[src/rtl/axi4_defs_pkg.sv]
// Shared AXI4 encodings and the FSM state type for the RAM-port to AXI4 initiator bridge.
package axi4_defs_pkg;

   localparam logic [1:0] AxiBurstFixed = 2'b00;
   localparam logic [1:0] AxiBurstIncr  = 2'b01;
   localparam logic [1:0] AxiBurstWrap  = 2'b10;

   localparam logic [1:0] AxiRespOkay   = 2'b00;
   localparam logic [1:0] AxiRespExokay = 2'b01;
   localparam logic [1:0] AxiRespSlverr = 2'b10;
   localparam logic [1:0] AxiRespDecerr = 2'b11;

   localparam logic [2:0] AxiSize4B     = 3'b010;

   typedef enum logic [2:0] {
      StIdle,
      StWrite,
      StWaitB,
      StRead,
      StWaitR
   } axi_init_state_e;

endpackage

[src/rtl/ram_axi4_initiator.sv]
// Single-beat AXI4 initiator driven from a simple RAM-style request port.
// Optional posted-write mode is enabled by defining RAM_AXI4_INITIATOR_POSTED_WRITE_EN.
module ram_axi4_initiator
   import axi4_defs_pkg::*;
#(
   parameter logic [3:0]  AXI_ID     = 4'd0,
   parameter int unsigned MAX_POSTED = 15
) (
   input  logic        clk_i,
   input  logic        rst_ni,

   input  logic [3:0]  ram_wr_i,
   input  logic        ram_rd_i,
   input  logic [31:0] ram_addr_i,
   input  logic [31:0] ram_write_data_i,
   output logic        ram_accept_o,
   output logic        ram_ack_o,
   output logic        ram_error_o,
   output logic [31:0] ram_read_data_o,

   output logic        axi_awvalid_o,
   input  logic        axi_awready_i,
   output logic [31:0] axi_awaddr_o,
   output logic [3:0]  axi_awid_o,
   output logic [7:0]  axi_awlen_o,
   output logic [1:0]  axi_awburst_o,

   output logic        axi_wvalid_o,
   input  logic        axi_wready_i,
   output logic [31:0] axi_wdata_o,
   output logic [3:0]  axi_wstrb_o,
   output logic        axi_wlast_o,

   input  logic        axi_bvalid_i,
   output logic        axi_bready_o,
   input  logic [1:0]  axi_bresp_i,
   input  logic [3:0]  axi_bid_i,

   output logic        axi_arvalid_o,
   input  logic        axi_arready_i,
   output logic [31:0] axi_araddr_o,
   output logic [3:0]  axi_arid_o,
   output logic [7:0]  axi_arlen_o,
   output logic [1:0]  axi_arburst_o,

   input  logic        axi_rvalid_i,
   output logic        axi_rready_o,
   input  logic [31:0] axi_rdata_i,
   input  logic [1:0]  axi_rresp_i,
   input  logic [3:0]  axi_rid_i,
   input  logic        axi_rlast_i
);

   axi_init_state_e state_q, state_d;
   logic [31:0] addr_q, addr_d;
   logic [31:0] wdata_q, wdata_d;
   logic [31:0] rdata_q, rdata_d;
   logic [3:0]  wstrb_q, wstrb_d;
   logic        awvalid_q, awvalid_d;
   logic        wvalid_q, wvalid_d;
   logic        arvalid_q, arvalid_d;
   logic        ack_q, ack_d;
   logic        err_q, err_d;

   logic wr_req, wr_ok, rd_ok, aw_hs, w_hs, wr_done, sticky_err;

   assign wr_req  = |ram_wr_i;
   assign aw_hs   = awvalid_q & axi_awready_i;
   assign w_hs    = wvalid_q & axi_wready_i;
   // Each channel counts as done if it already handshook or is handshaking now.
   assign wr_done = (state_q == StWrite) & (~awvalid_q | aw_hs) & (~wvalid_q | w_hs);

`ifdef RAM_AXI4_INITIATOR_POSTED_WRITE_EN
   localparam logic [3:0] MaxPosted = 4'(MAX_POSTED);

   logic [3:0] posted_q, posted_d;
   logic       sticky_q, sticky_d;
   logic       b_dec;

   assign axi_bready_o = 1'b1;
   assign b_dec        = axi_bvalid_i & (posted_q != 4'd0);
   assign wr_ok        = (posted_q != MaxPosted);
   assign rd_ok        = (posted_q == 4'd0);
   assign sticky_err   = sticky_q;

   always_comb begin
      posted_d = posted_q;
      if (wr_done && !b_dec) begin
         posted_d = posted_q + 4'd1;
      end else if (b_dec && !wr_done) begin
         posted_d = posted_q - 4'd1;
      end
      // A B error landing on an ack cycle is held for the following ack.
      sticky_d = (sticky_q & ~ack_d) | (b_dec & (axi_bresp_i != AxiRespOkay));
   end

   always_ff @(posedge clk_i or negedge rst_ni) begin
      if (!rst_ni) begin
         posted_q <= 4'd0;
         sticky_q <= 1'b0;
      end else begin
         posted_q <= posted_d;
         sticky_q <= sticky_d;
      end
   end
`else
   logic unused_posted;

   assign axi_bready_o  = (state_q == StWaitB);
   assign wr_ok         = 1'b1;
   assign rd_ok         = 1'b1;
   assign sticky_err    = 1'b0;
   assign unused_posted = ^(4'(MAX_POSTED));
`endif

   // A simultaneous write and read is taken as the write alone.
   assign ram_accept_o = (state_q == StIdle) & (wr_req ? wr_ok : (ram_rd_i & rd_ok));

   always_comb begin
      state_d   = state_q;
      addr_d    = addr_q;
      wdata_d   = wdata_q;
      wstrb_d   = wstrb_q;
      rdata_d   = rdata_q;
      awvalid_d = awvalid_q;
      wvalid_d  = wvalid_q;
      arvalid_d = arvalid_q;
      ack_d     = 1'b0;
      err_d     = 1'b0;
      unique case (state_q)
         StIdle: begin
            if (ram_accept_o) begin
               addr_d = {ram_addr_i[31:2], 2'b00};
               if (wr_req) begin
                  wdata_d   = ram_write_data_i;
                  wstrb_d   = ram_wr_i;
                  awvalid_d = 1'b1;
                  wvalid_d  = 1'b1;
                  state_d   = StWrite;
               end else begin
                  arvalid_d = 1'b1;
                  state_d   = StRead;
               end
            end
         end
         StWrite: begin
            if (aw_hs) awvalid_d = 1'b0;
            if (w_hs)  wvalid_d  = 1'b0;
            if (wr_done) begin
`ifdef RAM_AXI4_INITIATOR_POSTED_WRITE_EN
               ack_d   = 1'b1;
               err_d   = sticky_err;
               state_d = StIdle;
`else
               state_d = StWaitB;
`endif
            end
         end
         StWaitB: begin
            if (axi_bvalid_i) begin
               ack_d   = 1'b1;
               err_d   = (axi_bresp_i != AxiRespOkay) | sticky_err;
               state_d = StIdle;
            end
         end
         StRead: begin
            if (axi_arready_i) begin
               arvalid_d = 1'b0;
               state_d   = StWaitR;
            end
         end
         StWaitR: begin
            if (axi_rvalid_i) begin
               rdata_d = axi_rdata_i;
               ack_d   = 1'b1;
               err_d   = (axi_rresp_i != AxiRespOkay) | sticky_err;
               state_d = StIdle;
            end
         end
         default: state_d = StIdle;
      endcase
   end

   always_ff @(posedge clk_i or negedge rst_ni) begin
      if (!rst_ni) begin
         state_q   <= StIdle;
         addr_q    <= 32'd0;
         wdata_q   <= 32'd0;
         wstrb_q   <= 4'd0;
         rdata_q   <= 32'd0;
         awvalid_q <= 1'b0;
         wvalid_q  <= 1'b0;
         arvalid_q <= 1'b0;
         ack_q     <= 1'b0;
         err_q     <= 1'b0;
      end else begin
         state_q   <= state_d;
         addr_q    <= addr_d;
         wdata_q   <= wdata_d;
         wstrb_q   <= wstrb_d;
         rdata_q   <= rdata_d;
         awvalid_q <= awvalid_d;
         wvalid_q  <= wvalid_d;
         arvalid_q <= arvalid_d;
         ack_q     <= ack_d;
         err_q     <= err_d;
      end
   end

   assign ram_ack_o       = ack_q;
   assign ram_error_o     = err_q;
   assign ram_read_data_o = rdata_q;

   assign axi_awvalid_o = awvalid_q;
   assign axi_awaddr_o  = addr_q;
   assign axi_awid_o    = AXI_ID;
   assign axi_awlen_o   = 8'd0;
   assign axi_awburst_o = AxiBurstIncr;

   assign axi_wvalid_o  = wvalid_q;
   assign axi_wdata_o   = wdata_q;
   assign axi_wstrb_o   = wstrb_q;
   assign axi_wlast_o   = 1'b1;

   assign axi_arvalid_o = arvalid_q;
   assign axi_araddr_o  = addr_q;
   assign axi_arid_o    = AXI_ID;
   assign axi_arlen_o   = 8'd0;
   assign axi_arburst_o = AxiBurstIncr;

   assign axi_rready_o  = (state_q == StWaitR);

   logic unused_ok;
   assign unused_ok = ^{axi_bid_i, axi_rid_i, axi_rlast_i, ram_addr_i[1:0]};

endmodule

[config.mk]
export PLATFORM = sky130hd
export DESIGN_NAME = ram_axi4_initiator
export DESIGN_NICKNAME = d
export VERILOG_FILES = /design/src/rtl/axi4_defs_pkg.sv /design/src/rtl/ram_axi4_initiator.sv
export SDC_FILE = /design/constraint.sdc
export NUM_CORES = 1
export LEC_CHECK = 0
export BUFFER_PORTS_ARGS = -buffer_cell sky130_fd_sc_hd__clkbuf_2
export CAP_MARGIN = 15
export CORE_MARGIN = 1.5
export CORE_UTILIZATION = 39
export DETAILED_ROUTE_END_ITERATION = 7
export PLACE_DENSITY = 0.76
export REMOVE_ABC_BUFFERS = 1
export SYNTH_ARGS = -nofsm -noshare
export SYNTH_HDL_FRONTEND = slang
export SYNTH_SLANG_ARGS = --single-unit
export TNS_END_PERCENT = 1
[constraint.sdc]
create_clock -name clk_i -period 1.55 [get_ports clk_i]
set_input_delay 0.155 -clock clk_i [delete_from_list [all_inputs] [get_ports clk_i]]
set_output_delay 0.155 -clock clk_i [all_outputs]
set_load 0.02 [all_outputs]
==> summary.txt <==
Power and ir drop
  – Pwr dens: 2478 nW/µm²
  – P_leak: 3.543 nW
  – Total power: 16.50 mW
  – VDD IR-drop max: 1.293 mV

Worst setup path
  – Sequence of cells on the critical path: buf_6 > nor2_4 > nand2_2 > inv_2 > and2_4 > clkbuf_16 > mux2_4
  – Worst EP arrival: 1.84 ns
  – Critical path class: reg -> reg
  – CP peak stage delay: 0.42 ns
  – CP Launch Type: flip-flop
  – Crit Path Max Fanout: 6
  – Crit-path slowest cell: dfrtp_1
  – Req. time, crit path: 1.78 ns
  – Worst Setup End Kind: flip-flop

Yosys
  – Area fraction of the dominant cell type after synthesis: 54.75%
  – Netlist Area Pre-Place: 4845 µm²
  – Synth top area cells: dfrtp_1 (55%), mux2_4 (18%), buf_4 (10%)
  – FF+latch count, synth: 106
  – Cells after Synth: 324
  – Synth warn: 0
  – Netlist cell types: 28
  – Mean Syn Cell Area: 14.95 µm²
  – Post-synthesis sequential area ratio: 54.75%
  – Cell taking the most area after synthesis: dfrtp_1

Layout
  – Final core occ: 55.19%
  – Final non-filler cell total: 734
  – Synthesis-to-layout area growth: 37.40%
  – Area of the multi-input gates: 1748 µm²
  – Register Area: 2654 µm²
  – Most common cell after layout, fill and taps aside: clkbuf_2
  – Commonest non-fill, non-tap cells in the layout: clkbuf_2 (241), dfrtp_1 (105), mux2_4 (69), conb_1 (33), mux2_1 (15)
  – Filler Cell Count: 1,018
  – Total inserted antenna cells: 0
  – Design area: 6656 µm²
  – Share of cells above drive strength 1: 66.96%
  – # nets final: 682

Timing
  – Tmin final: 1.612 ns
  – Final setup skew: 0.004873 ns
  – Worst slew margin: 63.45%
  – RSZ-0062 raised after global routing: yes
  – Final hold viol count: 0
  – Hold WS: 0.01823 ns
  – FMAX: 0.6205 GHz
  – TNS Setup: -1.366 ns
  – Worst Slack Setup Final: -0.06171 ns
  – Slew @ Worst Pin: 0.5482 ns
  – Slew Limit Fails: 0
  – Final setup fails: 36
  – Crit share post-route: 104.0%

Die
  – Placeable Area: 12,060 µm²
  – # IOs: 290
  – Starting Density: 40.17%
  – Die ar.: 13,100 µm²
  – Row count: 40
  – Chip height: 114.5 µm
  – Die extent in x: 114.5 µm

Placed design
  – Post-DP Area: 5941 µm²
  – Place WS: -0.01620 ns
  – Port bufs: 245
  – GP Congestion: 0.7519
  – Cells after DPL: 708
  – Hpwl dp: 7.752 mm

GRT
  – Pin count of the biggest net entering global routing: 107
  – Initial antenna violation count: 0
  – GRT Util Overall: 15.91%
  – Global-route wire length before repair: 16.06 mm
  – Vias in the first global route: 3,198
  – Total gr overflow: 0

Drt
  – Routed wire length: 10.60 mm
  – Detail Route Antenna Nets: 0
  – Vias per cell: 4.305
  – Drt pass-1 iters: 4
  – Routed length per instance: 14.43 µm
  – Via count: 3,160
  – Drc violations: 0
  – Initial DRC Count: 88

Clocking
  – Root buffer cell: clkbuf_16
  – # H-tree levels: 3
  – Worst-path clk slew: 0.07 ns
  – Number of buffers created by CTS: 9
  – Clock Latency Late Sink: 0.34 ns
  – CTS tree: built
  – Sink Count: 106
  – Clk buf depth: 2

Run status
  – Status: complete, but fails checks
  – Failing checks: negative setup slack

Hold path
  – Min-Delay Path Class: in -> reg

Flow run
  – Max-cap violations: 0
## per-layer routing
layer  global-route usage, %  vias up  share of wire [%]
li1                        -     1462                  -
met1                   18.61     1526                 39
met2                   28.22      159                 53
met3                   4.817       13                6.8
met4                   4.500        0                1.3
met5                       0        -                  0
## synth_stat cells
| cell | number |
|---|---|
| dfrtp_1 | 106 |
| buf_4 | 67 |
| mux2_4 | 57 |
| mux2_1 | 20 |
| mux2_2 | 20 |
| nand2_1 | 9 |
| o21ai_0 | 6 |
| inv_1 | 5 |
| nor2_1 | 5 |
| buf_12 | 3 |
| buf_6 | 3 |
| a21oi_1 | 2 |
| buf_8 | 2 |
| conb_1 | 2 |
| nand2b_1 | 2 |
| nand3_1 | 2 |
| nor2b_1 | 2 |
| a21boi_0 | 1 |
| and2_4 | 1 |
| inv_2 | 1 |
| mux2i_1 | 1 |
| nand2_2 | 1 |
| nor2b_2 | 1 |
| nor3_1 | 1 |
| nor3_4 | 1 |
| nor4_4 | 1 |
| o221ai_1 | 1 |
| o311ai_0 | 1 |
## logic make-up (layout without fill, tap and decap cells)
kind of cell           count (synthesis)  after routing  share of synthesized area, %
multiplexers                          98             98                         27.17
flip-flops                           106            106                         54.75
AO/OA/AOI/OAI                         11             11                         1.343
buffers and inverters                 81            292                         13.40
other                                  2             33                        0.1550
AND/OR/NAND/NOR                       26             26                         3.177
## where the power goes
group / internal, mW / switching [mW]
Clock: 2.07 / 1.01
Combinational: 3.94 / 4.37
Sequential: 4.17 / 0.933
Total: 10.2 / 6.31
## what timing repair did
item	CTS	global route
hold buffers	1	0
pin swaps	2	4
buffers inserted	4	1
gates resized for setup	22	17
gates cloned	2	2
setup endpoints to repair	14	93
endpoints found under the hold margin	106	0
## registers in the layout, indices dropped and copies added (netlist names)
name	cells
axi_araddr_o	30
axi_arvalid_o	1
axi_awvalid_o	1
axi_wdata_o	32
axi_wstrb_o	4
axi_wvalid_o	1
ram_ack_o	1
ram_error_o	1
ram_read_data_o	32
state_q	3
## critical path: cells and delay by family (launching register included)
family,cells,cell delay [ns]
flops,1,0.42
buf+inv,3,0.39
mux,1,0.29
simple gates,3,0.38
## final cells by class
| type | count | share of cell area, % |
|---|---|---|
| Sequential cell | 106 | 39.87 |
| Clock inverter | 7 | 2.838 |
| Tap cell | 168 | 3.158 |
| Clock buffer | 9 | 3.383 |
| Timing Repair Buffer | 270 | 24.15 |
| Inverter | 6 | 0.3383 |
| Multi-Input combinational cell | 168 | 26.26 |
## final timing paths
kind	from	endpoint	slack (ns)	cells after the start
max	state_q[0]	ram_read_data_o[24]	-0.06	7
min	ram_addr_i[5]	axi_araddr_o[5]	0.02	2
max reg2reg	state_q[0]	ram_read_data_o[24]	-0.06	7
min reg2reg	ram_read_data_o[29]	ram_read_data_o[29]	0.51	1
max in group asynchronous	rst_ni	state_q[1]	0.70	3
min in group asynchronous	rst_ni	axi_wdata_o[14]	0.43	3
Power figures use the tool's default switching activity.
